===== config.mk =====
export PLATFORM = sky130hd
export DESIGN_NAME = config_frame_writer
export DESIGN_NICKNAME = d
export VERILOG_FILES = /design/src/rtl/config_frame_pkg.sv /design/src/rtl/frame_strobe_decoder.sv /design/src/rtl/config_frame_writer.sv
export SDC_FILE = /design/constraint.sdc
export NUM_CORES = 1
export LEC_CHECK = 0
export CAP_MARGIN = 15
export CORE_UTILIZATION = 45
export DETAILED_ROUTE_END_ITERATION = 8
export PLACE_DENSITY_LB_ADDON = 0.2
export RECOVER_POWER = 100
export SLEW_MARGIN = 20
export SYNTH_ARGS = -nofsm -noshare
export SYNTH_HDL_FRONTEND = slang
export SYNTH_SLANG_ARGS = --single-unit

===== constraint.sdc =====
create_clock -name CLK -period 5 [get_ports CLK]
set_clock_uncertainty 0.2 [all_clocks]
set_input_delay 0.5 -clock CLK [delete_from_list [all_inputs] [get_ports CLK]]
set_output_delay 0.5 -clock CLK [all_outputs]
set_load 0.03 [all_outputs]

===== src/rtl/config_frame_pkg.sv =====
// -----------------------------------------------------------------------------
// config_frame_pkg
//   Shared constants and types for the frame configuration writer.
//   - SYNC_WORD / DESYNC_WORD : session delimiters recognised outside DATA.
//   - Address word layout     : flag bit, column field, frame field.
//   - state_e                 : writer FSM states. The state is also exported
//                               on the top's debug port.
//   - is_addr_word()          : address word classifier used in ADDR.
// -----------------------------------------------------------------------------
package config_frame_pkg;

    localparam int WORD_W = 32;

    localparam logic [WORD_W-1:0] SYNC_WORD   = 32'hFAB0_FAB1;
    localparam logic [WORD_W-1:0] DESYNC_WORD = 32'hFAB0_FAB0;

    // Address word: bit 31 flags an address, [30:16] column, [7:0] frame.
    // Bits [15:8] are don't-care.
    localparam int ADDR_FLAG_BIT = 31;
    localparam int COL_LSB       = 16;
    localparam int COL_W         = 15;
    localparam int FRAME_LSB     = 0;
    localparam int FRAME_W       = 8;

    typedef enum logic [2:0] {
        ST_IDLE   = 3'd0,
        ST_ADDR   = 3'd1,
        ST_DATA   = 3'd2,
        ST_STROBE = 3'd3,
        ST_HOLD   = 3'd4
    } state_e;

    function automatic logic is_addr_word(input logic [WORD_W-1:0] word);
        return word[ADDR_FLAG_BIT];
    endfunction

endpackage : config_frame_pkg


===== src/rtl/frame_strobe_decoder.sv =====
// -----------------------------------------------------------------------------
// frame_strobe_decoder
//   Purely combinational decode of a (column, frame) address into the one-hot
//   FrameStrobe vector. Bit c*MaxFramesPerCol+f belongs to column c, frame f.
//   An address outside the array raises range_err and yields an all-zero
//   vector, so a bad address can never pulse a strobe line.
// Ports
//   col       in   COL_W                       latched column address
//   frame     in   FRAME_W                     latched frame index
//   onehot    out  NumCols*MaxFramesPerCol     decoded strobe pattern
//   range_err out  1                           column or frame out of range
// -----------------------------------------------------------------------------
module frame_strobe_decoder
    import config_frame_pkg::*;
#(
    parameter int NumCols         = 8,
    parameter int MaxFramesPerCol = 20
) (
    input  logic [COL_W-1:0]                   col,
    input  logic [FRAME_W-1:0]                 frame,
    output logic [NumCols*MaxFramesPerCol-1:0] onehot,
    output logic                               range_err
);

    always_comb begin
        range_err = (col >= COL_W'(NumCols)) || (frame >= FRAME_W'(MaxFramesPerCol));
        onehot    = '0;
        for (int c = 0; c < NumCols; c++) begin
            for (int f = 0; f < MaxFramesPerCol; f++) begin
                if (col == COL_W'(c) && frame == FRAME_W'(f)) begin
                    onehot[c*MaxFramesPerCol + f] = 1'b1;
                end
            end
        end
        if (range_err) begin
            onehot = '0;
        end
    end

endmodule : frame_strobe_decoder


===== src/rtl/config_frame_writer.sv =====
// -----------------------------------------------------------------------------
// config_frame_writer
//   Writer side of the frame configuration interface. Consumes bitstream
//   words, assembles one frame (one 32-bit word per tile row, row 0 first)
//   and pulses the addressed column/frame FrameStrobe line once so tile
//   ConfigMem latches capture FrameData.
//
//   Word stream handshake: a word transfers on a rising CLK edge where both
//   in_valid and in_ready are high. in_ready does not depend on in_valid; it
//   is high in IDLE, ADDR and DATA and low in STROBE, HOLD and during reset.
//   The source may hold in_valid low for any number of cycles; the writer
//   simply waits.
//
//   Frame timing (last data word accepted at edge N):
//     edge N   : last row written into FrameData, FSM enters STROBE
//     edge N+1 : FrameStrobe bit rises (registered image of STROBE), -> HOLD
//     edge N+2 : FrameStrobe falls, FSM back in ADDR
//   FrameData is therefore stable one full cycle before the strobe rises and
//   at least one cycle after it falls (the next DATA write needs an address
//   word first).
//
// Ports
//   CLK          in   1                          clock
//   resetn       in   1                          async active-low reset
//   in_data      in   32                         bitstream word
//   in_valid     in   1                          word valid
//   in_ready     out  1                          writer can accept a word
//   FrameData    out  NumRows*FrameBitsPerRow    row r at [r*32 +: 32]
//   FrameStrobe  out  NumCols*MaxFramesPerCol    col c, frame f at c*MaxF+f
//   ConfigDone   out  1                          set by DESYNC, cleared by SYNC
//   ConfigErr    out  1                          sticky bad-address flag
//   dbg_state    out  state_e                    current FSM state
// -----------------------------------------------------------------------------
module config_frame_writer
    import config_frame_pkg::*;
#(
    parameter int NumRows         = 8,
    parameter int NumCols         = 8,
    parameter int MaxFramesPerCol = 20,
    parameter int FrameBitsPerRow = 32
) (
    input  logic                                CLK,
    input  logic                                resetn,
    input  logic [WORD_W-1:0]                   in_data,
    input  logic                                in_valid,
    output logic                                in_ready,
    output logic [NumRows*FrameBitsPerRow-1:0]  FrameData,
    output logic [NumCols*MaxFramesPerCol-1:0]  FrameStrobe,
    output logic                                ConfigDone,
    output logic                                ConfigErr,
    output state_e                              dbg_state
);

    localparam int ROW_W   = (NumRows > 1) ? $clog2(NumRows) : 1;
    localparam int STB_W   = NumCols * MaxFramesPerCol;
    localparam logic [ROW_W-1:0] LAST_ROW = ROW_W'(NumRows - 1);

    // ------------------------------------------------------------------
    // State and datapath registers
    // ------------------------------------------------------------------
    state_e                 state_q,  state_d;
    logic [ROW_W-1:0]       row_q,    row_d;
    logic [COL_W-1:0]       col_q,    col_d;
    logic [FRAME_W-1:0]     frame_q,  frame_d;
    logic [WORD_W-1:0]      rows_q [NumRows];
    logic [WORD_W-1:0]      rows_d [NumRows];
    logic [STB_W-1:0]       strobe_q, strobe_d;
    logic                   done_q,   done_d;
    logic                   err_q,    err_d;

    logic                   ready_state;
    logic                   accept;
    logic [STB_W-1:0]       dec_onehot;
    logic                   dec_range_err;

    // ------------------------------------------------------------------
    // Address decode of the latched column/frame
    // ------------------------------------------------------------------
    frame_strobe_decoder #(
        .NumCols         (NumCols),
        .MaxFramesPerCol (MaxFramesPerCol)
    ) u_decoder (
        .col       (col_q),
        .frame     (frame_q),
        .onehot    (dec_onehot),
        .range_err (dec_range_err)
    );

    // ------------------------------------------------------------------
    // Handshake
    // ------------------------------------------------------------------
    assign ready_state = (state_q == ST_IDLE) || (state_q == ST_ADDR) || (state_q == ST_DATA);
    // While resetn is low the state register sits at IDLE, which would
    // otherwise advertise ready; gate it so the source sees not-ready.
    assign in_ready    = ready_state & resetn;
    assign accept      = in_valid & in_ready;

    // ------------------------------------------------------------------
    // Next-state logic
    // ------------------------------------------------------------------
    always_comb begin
        state_d  = state_q;
        row_d    = row_q;
        col_d    = col_q;
        frame_d  = frame_q;
        rows_d   = rows_q;
        strobe_d = '0;
        done_d   = done_q;
        err_d    = err_q;

        case (state_q)
            ST_IDLE: begin
                if (accept && in_data == SYNC_WORD) begin
                    state_d = ST_ADDR;
                    done_d  = 1'b0;
                end
            end

            ST_ADDR: begin
                if (accept) begin
                    // DESYNC also has bit 31 set, so it must be tested first.
                    if (in_data == DESYNC_WORD) begin
                        state_d = ST_IDLE;
                        done_d  = 1'b1;
                    end else if (is_addr_word(in_data)) begin
                        col_d   = in_data[COL_LSB +: COL_W];
                        frame_d = in_data[FRAME_LSB +: FRAME_W];
                        row_d   = '0;
                        state_d = ST_DATA;
                    end
                end
            end

            ST_DATA: begin
                // Every word is payload here, SYNC/DESYNC values included.
                if (accept) begin
                    rows_d[row_q] = in_data;
                    if (row_q == LAST_ROW) begin
                        row_d   = '0;
                        state_d = ST_STROBE;
                    end else begin
                        row_d = row_q + 1'b1;
                    end
                end
            end

            ST_STROBE: begin
                // Decoder output is already zero for a bad address; the frame
                // still takes its STROBE/HOLD slots so timing is uniform.
                strobe_d = dec_onehot;
                if (dec_range_err) begin
                    err_d = 1'b1;
                end
                state_d = ST_HOLD;
            end

            ST_HOLD: begin
                state_d = ST_ADDR;
            end

            default: begin
                state_d = ST_IDLE;
            end
        endcase
    end

    // ------------------------------------------------------------------
    // Registers
    // ------------------------------------------------------------------
    always_ff @(posedge CLK or negedge resetn) begin
        if (!resetn) begin
            state_q  <= ST_IDLE;
            row_q    <= '0;
            col_q    <= '0;
            frame_q  <= '0;
            rows_q   <= '{default: '0};
            strobe_q <= '0;
            done_q   <= 1'b0;
            err_q    <= 1'b0;
        end else begin
            state_q  <= state_d;
            row_q    <= row_d;
            col_q    <= col_d;
            frame_q  <= frame_d;
            rows_q   <= rows_d;
            strobe_q <= strobe_d;
            done_q   <= done_d;
            err_q    <= err_d;
        end
    end

    // ------------------------------------------------------------------
    // Outputs
    // ------------------------------------------------------------------
    for (genvar r = 0; r < NumRows; r++) begin : g_frame_data
        assign FrameData[r*FrameBitsPerRow +: FrameBitsPerRow] = rows_q[r];
    end

    assign FrameStrobe = strobe_q;
    assign ConfigDone  = done_q;
    assign ConfigErr   = err_q;
    assign dbg_state   = state_q;

endmodule : config_frame_writer

==> results of run 1 <==
cells by family (layout without fill, tap and decap cells):
group | count (synthesis) | in the layout
AND/OR/NAND/NOR | 251 | 251
other | 0 | 1
buffers and inverters | 80 | 568
AO/OA/AOI/OAI | 17 | 17
multiplexers | 279 | 279
adder cells (fa/ha/maj) | 2 | 2
flip-flops | 447 | 447
area by class of cell:
cell class | count | area, um^2
multi-input cells | 549 | 4480
clock buffers | 69 | 1400
clock inverters | 14 | 85.1
flip-flops and latches | 447 | 11200
fillers | 2615 | 12300
repair buffers | 479 | 4710
inverters | 6 | 22.5
well taps | 455 | 569
diodes | 1 | 2.50
per-layer routing:
metal  up-vias  part of all wire (%)
met2       386                    49
met1      5263                    41
met3        55                   8.2
met5         -                     0
met4         0                   2.1
li1       4556                     -
how the worst max path moves through the flow:
stage | startpoint | end | slack (ns) | cells after the start
floorplan | dbg_state[0]$_DFFE_PN0P_ | FrameData[136]$_DFFE_PN0P_ | 2.42 | 7
global placement | in_data[17] | col_q[10]$_DFFE_PN0P_ | 1.47 | 5
detailed placement | in_data[17] | col_q[7]$_DFFE_PN0P_ | 1.37 | 5
CTS | resetn | FrameData[94]$_DFFE_PN0P_ | 1.48 | 7
global route | resetn | FrameData[238]$_DFFE_PN0P_ | 0.84 | 4
finish | in_data[17] | col_q[4]$_DFFE_PN0P_ | 1.05 | 5
layout by cell type, fill, tap and decap left out, types with 7 or more instances in the layout:
master           netlist  final
clkbuf_8               0     14
clkbuf_16              0     47
clkdlybuf4s50_1        0     32
nand2_1               28     28
nand4_1                7      7
mux2_1                 4     20
nor2_1               165    165
dfrtp_1              447    447
clkinv_2               0      9
clkbuf_1              39     17
mux2_2               258    258
dlygate4sd3_1          0    424
nand4b_1               9      9
what timing repair did:
action	CTS	global route
endpoints found under the setup margin	0	0
hold buffers	1	0
endpoints found under the hold margin	67	0
power breakdown:
part | total, uW | internal, uW | leakage (uW) | switching (uW)
Sequential | 5040 | 4520 | 0.00595 | 517
Clock | 3330 | 1930 | 0.000734 | 1400
Combinational | 4310 | 1730 | 0.00448 | 2580
metrics by stage:
stage | std cells | utilization, % | setup slack, ns | power (uW) | cell area (um^2)
2_1_floorplan | 1076 | - | 2.42 | 7620 | 16100
3_3_place_gp | 1934 | 60.6 | 1.47 | 9750 | 21100
3_5_place_dp | 1935 | 60.6 | 1.37 | 9820 | 21100
4_1_cts | 2019 | 64.9 | 1.48 | 13200 | 22600
5_1_grt | 2019 | 64.5 | 0.838 | 13200 | 22500
6_report | 2020 | 64.5 | 1.05 | 12700 | 22500
state kept, by name, indices dropped and copies added, names as in the netlist:
register     cells
dbg_state        3
ConfigDone       1
FrameStrobe    160
FrameData      256
frame_q          8
col_q           15
ConfigErr        1
row_q            3
critical path, delay by kind of cell:
| kind | cells | cell delay, ns |
|---|---|---|
| AO/OA/AOI/OAI | 1 | 0.75 |
| buffers and inverters | 1 | 0.72 |
| AND/OR/NAND/NOR | 2 | 1.64 |
| multiplexers | 1 | 0.56 |
==> impl_results.md, run 1 <==
* Status: finished with violations
* Worst skew pair latency at 0.57 ns
* Syn Nets at 1,113
* Tcrit/Tclk final at 79.0%
* Largest family of logic cells by synthesized area: multiplexers
* Setup TNS Final at 0 ns
* Final Hold Vio Count at 0
* Synth unique cells at 47
* Setup bufs post-CTS at 0
* Multiplexer share of the synthesized area at 19.9%
* Worst setup EP type: flip-flop
* Post-route DRC at 0
* Top-count cell post-synth: dfrtp_1
* Complex-gate fraction of the synthesized area at 0.748%
* Synth Warn # at 0
* Initial antenna violation count at 1
* Max Root-Sink Buffers at 3
* Placer congestion estimate at 0.764
* CP max-delay cell: nor4_1
* Largest net degree at the start of global routing at 195
* Nets@finish at 1,565
* Vias at 10,300
* Tmin final at 3.95 ns
* Most frequent cells after synthesis: dfrtp_1, mux2_2, nor2_1
* Xor and xnor fraction of the mapped netlist area at 0%
* Row Count at 68
* Top area cells in the synthesized netlist: dfrtp_1, mux2_2, nor2_1
* Die Height at 191 um
* Hold WC Path Type: input port to asynchronous set/reset pin
* Final ANT Viol Nets at 0
* Slew margin rel. at -58.4%
* Failing checks: max-capacitance violations, max-slew violations
* Max-Cap Viols at 5
* Total core area at 0.0348 mm^2
* GRT met2 Usage at 41.7%
* Max incr delay on CP at 0.92 ns
* WS Path Type: input port to flip-flop
* Die ar. at 0.0364 mm^2
* Worst Path Arrival at 4.19 ns
* First-pass GRT wire length at 67,600 um
* CP Cell Sequence: dlygate4sd3_1 -> or4_2 -> nor4_1 -> a31oi_2 -> mux2_1
* Port-buffer cells at 456
* Io pins at 457
* CP startpoint kind: input port
* R2R cell count at 5
* LEAKAGE at 0.0112 uW
* Die width at 191 um
* Final setup vio count at 0
* Unrepaired setup endpoints after global routing: false
* Fmax at 253 MHz
* Synth Flop Type: dfrtp_1
* Grt ovf at 0
* M3 GR Usage at 8.00%
* Async set-or-reset flop fraction in the synthesized netlist at 100%
* Syn Area/Cell at 14.9 um^2
* Vias in the first global route at 10,700
* CTS resizes at 0
* Vias per cell at 5.08
* Cells after synthesis at 1,076
* Clock net sink count at 447
* Fin Hold WS at 0.255 ns
* Adder-cell share of the synthesized area at 0.156%
* TritonRoute pass-1 iters at 4
* HPWL after DPL at 30,200 um
* Synth area leader: dfrtp_1
* #FFs+latches synth at 447
* Yosys top cell area share at 69.7%
* Critical path fanouts, max at 26
* Clock Pin Slew Worst Setup and Hold Paths at 0.06 ns
* Synth-to-Final Area Change at 39.8%
* Worst reg2reg startpoint: dbg_state[0]$_DFFE_PN0P_
* Max IR drop VDD at 0.442 mV
* CTS Buf Count at 45
* M1 GR Usage at 31.4%
* Mapped cell area at 0.0161 mm^2
* H-tree Lvls at 2
* Pwr per Cell Area at 565 mW/mm^2
* Number of synthesized flops with an enable pin at 0
* Total Routing Usage GR at 25.1%
* Final wirelength at 44,700 um
* DR iter-0 viols at 536
* Worst Tran Pin Value at 2.38 ns
* Initial Util at 46.1%
* Simple-gate portion of the synthesized area at 7.37%
* Register area share after synthesis at 69.7%
* WP data required at 5.24 ns
* Reg-to-Reg End: FrameData[249]$_DFFE_PN0P_
* Layout cells sized above 1 at 22.8%
* Global routing's busiest layer: met2
* Max Slew Vio Count at 221
* Reg-to-reg slack, setup at 1.42 ns
* Root Driver: clkbuf_16
* DR WL/cell at 22.1 um
* TritonCTS clock tree: built
No activity file was read; power rests on OpenSTA's default activity.
==> run 2: changes to the inputs <==
clock period = 3.8 ns   (was 5 ns; I/O delays follow)
==> impl_results.md, run 2 (synthesis results as in run 1) <==
* Initial antenna violation count at 2
* Total core area at 0.0348 mm^2
* R2R cell count at 5
* Most common cell after layout, fill and taps aside: dfrtp_1
* Vias at 10,400
* DR WL/cell at 22.1 um
* Worst setup EP type: flip-flop
* Max Root-Sink Buffers at 3
* Tcrit/Tclk final at 82.5%
* Total Routing Usage GR at 24.9%
* Clock Pin Slew Worst Setup and Hold Paths at 0.07 ns
* Vias in the first global route at 10,800
* Flop pwr share at 38.9%
* Vias per cell at 5.09
* Pint at 11,100 uW
* Failing checks: max-capacitance violations, max-slew violations
* Slew margin rel. at -46.9%
* Hold WC Path Type: input port to asynchronous set/reset pin
* CP Capture Point: FrameData[44]$_DFFE_PN0P_
* Critical path fanouts, max at 24
* Crit path from: dbg_state[0]$_DFFE_PN0P_
* Switch Pwr at 5880 uW
* Clock net sink count at 447
* CTS Buf Count at 46
* Status: finished with violations
* Worst skew pair latency at 0.55 ns
* Root Driver: clkbuf_16
* DR iter-0 viols at 475
* Max reg flops at 256
* Setup bufs post-CTS at 0
* Io pins at 457
* CP startpoint kind: flip-flop
* Final ANT Viol Nets at 0
* Initial Util at 46.1%
* Final Hold Vio Count at 0
* Nets@finish at 1,592
* Max IR drop VDD at 0.531 mV
* WS Path Type: flip-flop to flip-flop
* First-pass GRT wire length at 67,700 um
* Worst reg2reg startpoint: dbg_state[0]$_DFFE_PN0P_
* Worst Tran Pin Value at 2.20 ns
* Fin util at 65.2%
* CP top delay family: simple AND/OR/NAND/NOR gates
* Largest net degree at the start of global routing at 170
* CTS resizes at 0
* Reg-to-Reg End: FrameData[44]$_DFFE_PN0P_
* Pwr per Cell Area at 749 mW/mm^2
* WP data required at 4.01 ns
* Max Slew Vio Count at 298
* Die Height at 191 um
* Sw frac at 34.6%
* Synth-to-Final Area Change at 41.4%
* Grt ovf at 0
* CP max-delay cell: clkbuf_2
* Die ar. at 0.0364 mm^2
* Max incr delay on CP at 0.63 ns
* TritonCTS clock tree: built
* Placer congestion estimate at 0.769
* Worst Path Arrival at 3.34 ns
* Clock Power Share at 27.7%
* Unrepaired setup endpoints after global routing: false
* Buffers & Inverters on Critical Path at 1
* Final wirelength at 45,200 um
* Fmax at 319 MHz
* Layout cells sized above 1 at 23.5%
* Reg-to-reg slack, setup at 0.67 ns
* Post-route DRC at 0
* Port-buffer cells at 456
* Cell count along the critical path at 5
* H-tree Lvls at 2
* CP Cell Sequence: nand3b_1 -> nor2_1 -> nand3_1 -> clkbuf_2 -> mux2_2
* TritonRoute pass-1 iters at 5
* Die width at 191 um
* Tmin final at 3.13 ns
* Row Count at 68
* Comb pwr share at 33.4%
* Setup TNS Final at 0 ns
* Commonest non-fill, non-tap cells in the layout: dfrtp_1, dlygate4sd3_1, mux2_2
* Max-Cap Viols at 4
* LEAKAGE at 0.0113 uW
* Final setup vio count at 0
* HPWL after DPL at 30,900 um
==> run 2: power groups by stage <==
stage / clock (uW) / sequential [uW] / combinational (uW)
after global placement: 0 / 6710 / 6130
final: 4710 / 6620 / 5670
after CTS: 4800 / 6700 / 6200
after global routing: 5000 / 6790 / 5940
after floorplan: 0 / 8760 / 1270
after detailed placement: 0 / 6760 / 6180
==> run 2: how the worst min path moves through the flow <==
| stage | start | end | depth (start not counted) |
|---|---|---|---|
| after global placement | resetn | FrameStrobe[32]$_DFF_PN0_ | 1 |
| after floorplan | resetn | ConfigDone$_DFFE_PN0P_ | 0 |
| final | resetn | FrameStrobe[58]$_DFF_PN0_ | 2 |
| after CTS | resetn | FrameStrobe[58]$_DFF_PN0_ | 2 |
| after detailed placement | resetn | FrameStrobe[16]$_DFF_PN0_ | 1 |
| after global routing | resetn | FrameStrobe[58]$_DFF_PN0_ | 2 |
==> run 2: timing repair <==
action | CTS | global route
hold buffers | 1 | 0
hold endpoints to repair | 316 | 0
endpoints found under the setup margin | 0 | 0
==> run 2: area by class of cell <==
cell class                 instances  area [um^2]
clock buffer                      63         1310
sequential                       447        11200
tap                              455          569
fill                            2627        12100
multi-input combinational        549         4450
clock inverter                    18          279
timing repair buffer             505         4880
inverter                           6         22.5
antenna                            1         2.50
==> run 2: metal layers <==
metal | vias to the layer above | global-route usage [%] | wire length (um) | share of wire [%]
met1 | 5346 | 30.7 | 17700 | 39
met4 | 0 | 7.11 | 1120 | 2.5
met3 | 77 | 7.67 | 3740 | 8.3
met5 | - | 0 | 0 | 0
met2 | 406 | 42.1 | 22600 | 50
li1 | 4579 | - | - | -
==> run 2: per-stage QoR <==
| step | cells | hold WS (ns) | area [um^2] | worst slack (ns) | power [uW] |
|---|---|---|---|---|---|
| after global routing | 2044 | 0.0325 | 22700 | 0.422 | 17700 |
| after global placement | 1961 | 0.00333 | 21300 | 0.418 | 12800 |
| after CTS | 2043 | 0.0124 | 22900 | 0.930 | 17700 |
| after floorplan | 1076 | -0.116 | 16100 | 1.22 | 10000 |
| final | 2044 | 0.0420 | 22700 | 0.666 | 17000 |
| after detailed placement | 1961 | 0.0000424 | 21300 | 0.356 | 12900 |
==> run 3: changes to the inputs <==
clock period = 2.9 ns   (was 3.8 ns; I/O delays follow)
==> impl_results.md, run 3 (synthesis results as in run 1) <==
* Status: finished with violations
* Failing checks: max-capacitance violations, max-slew violations
* Clock Pin Slew Worst Setup and Hold Paths at 0.06 ns
* Cell total after placement at 1,981
* Vias at 10,400
* Tcrit/Tclk final at 94.4%
* Worst Tran Pin Value at 1.94 ns
* Hold WC Path Type: flip-flop to flip-flop
* Vias per cell at 5.06
* Root Driver: clkbuf_16
* HPWL after DPL at 31,600 um
* Unrepaired setup endpoints after global routing: false
* Slew margin rel. at -29.4%
* Layout Cells excl Fill at 2,062
* Row Count at 68
* Worst Path Arrival at 2.97 ns
* GRT met2 Usage at 43.1%
* Hold Crit Depth at 1
* Final wirelength at 45,300 um
* CP startpoint kind: input port
* Clock net sink count at 447
* Post-route DRC at 0
* Setup TNS Final at 0 ns
* Final Hold Vio Count at 0
* Antenna Diode Count at 0
* Max incr delay on CP at 0.81 ns
* Die ar. at 0.0364 mm^2
* LEAKAGE at 0.0114 uW
* M1 GR Usage at 30.5%
* Nets@finish at 1,611
* Worst skew pair latency at 0.55 ns
* WP data required at 3.13 ns
* Initial antenna violation count at 1
* Max Slew Vio Count at 162
* Worst reg2reg startpoint: dbg_state[1]$_DFFE_PN0P_
* Reg-to-reg slack, setup at 0.29 ns
* First-pass GRT wire length at 68,200 um
* Reg-to-Reg End: FrameData[191]$_DFFE_PN0P_
* Vias in the first global route at 11,000
* Fmax at 365 MHz
* Commonest non-fill, non-tap cells in the layout: dfrtp_1, dlygate4sd3_1, mux2_2
* R2R cell count at 5
* Initial Util at 46.1%
* Largest net degree at the start of global routing at 162
* Final setup vio count at 0
* Max-Cap Viols at 1
* Total core area at 0.0348 mm^2
* Die Height at 191 um
* CTS Buf Count at 45
* Critical path fanouts, max at 15
* H-tree Lvls at 2
* Layout cells sized above 1 at 24.5%
* Die width at 191 um
* Final ANT Viol Nets at 0
* M3 GR Usage at 7.71%
* CP Cell Sequence: dlygate4sd3_1 -> or4_4 -> nor4_1 -> a31oi_4 -> buf_4 -> mux2_1
* Min-delay src: FrameData[7]$_DFFE_PN0P_
* Worst Hold End: FrameData[7]$_DFFE_PN0P_
* DR iter-0 viols at 352
* TritonRoute pass-1 iters at 4
* Worst setup EP type: flip-flop
* Port-buffer cells at 456
* Placer congestion estimate at 0.813
* Grt ovf at 0
* Synth-to-Final Area Change at 42.0%
* CP max-delay cell: nor4_1
* Total Routing Usage GR at 25.2%
* TritonCTS clock tree: built
* Max reg flops at 256
* WS Path Type: input port to flip-flop
* Global routing's busiest layer: met2
* Most common cell after layout, fill and taps aside: dfrtp_1
* DR WL/cell at 22.0 um
* Pwr per Cell Area at 962 mW/mm^2
* Post-DP Area at 0.0215 mm^2
* Final instance area at 0.0228 mm^2
* Max Root-Sink Buffers at 3
* Max IR drop VDD at 0.734 mV
* Tmin final at 2.74 ns
* Io pins at 457
-- run 3: changes by cell type in the layout (fill, tap and decap cells not counted), sizes merged --
| cell | previous run | this run |
|---|---|---|
| diode | 1 | 0 |
| bufinv | 7 | 4 |
| clkbuf | 83 | 87 |
| clkinv | 9 | 7 |
| inv | 7 | 6 |
| buf | 29 | 50 |
-- run 3: metrics by stage --
step / power (uW) / utilization [%] / setup slack, ns / hold WS, ns
2_1_floorplan: 13100 / - / 0.315 / -0.206
3_3_place_gp: 16800 / 61.9 / 0.120 / 0.241
3_5_place_dp: 17000 / 61.9 / 0.105 / 0.251
4_1_cts: 22800 / 66.1 / 0.317 / 0.259
5_1_grt: 22900 / 65.5 / 0.104 / 0.297
6_report: 21900 / 65.5 / 0.161 / 0.275
-- run 3: worst max path at each step --
stage,to,cells past startpoint,from
final,col_q[7]$_DFFE_PN0P_,6,in_data[16]
after detailed placement,frame_q[6]$_DFFE_PN0P_,6,in_data[16]
after global placement,frame_q[5]$_DFFE_PN0P_,6,in_data[16]
after CTS,in_ready,3,dbg_state[0]$_DFFE_PN0P_
after floorplan,FrameData[136]$_DFFE_PN0P_,7,dbg_state[0]$_DFFE_PN0P_
after global routing,FrameStrobe[3]$_DFF_PN0_,3,resetn
-- run 3: where the power goes --
part | internal [uW] | switching [uW]
clock | 3410 | 2350
combinational | 3060 | 4470
sequential | 7800 | 850
-- run 3: layout make-up --
class                   instances  area, um^2
clock inverters                12         174
fillers                      2580       12000
repair buffers                525        5100
multi-input cells             549        4460
well taps                     455         569
flip-flops and latches        447       11200
clock buffers                  68        1280
inverters                       6        22.5
-- run 3: critical path, delay by kind of cell --
kind | cells | cell delay [ns]
AO/OA/AOI/OAI | 1 | 0.14
buffers and inverters | 2 | 0.85
multiplexers | 1 | 0.33
AND/OR/NAND/NOR | 2 | 1.33
-- run 3: per-layer routing --
layer | vias to the layer above | part of all wire [%] | routed length (um)
met3 | 62 | 8.1 | 3660
met4 | 2 | 2.4 | 1100
met1 | 5390 | 39 | 17900
li1 | 4630 | - | -
met5 | - | 0.020 | 9
met2 | 352 | 50 | 22600
-- run 3: repair_timing --
item | 4_1_cts | 5_1_grt
gates resized for setup | 0 | 0
setup buffers | 0 | 0
setup endpoints to repair | 0 | 0
endpoints found under the hold margin | 254 | 0
hold buffers | 1 | 0
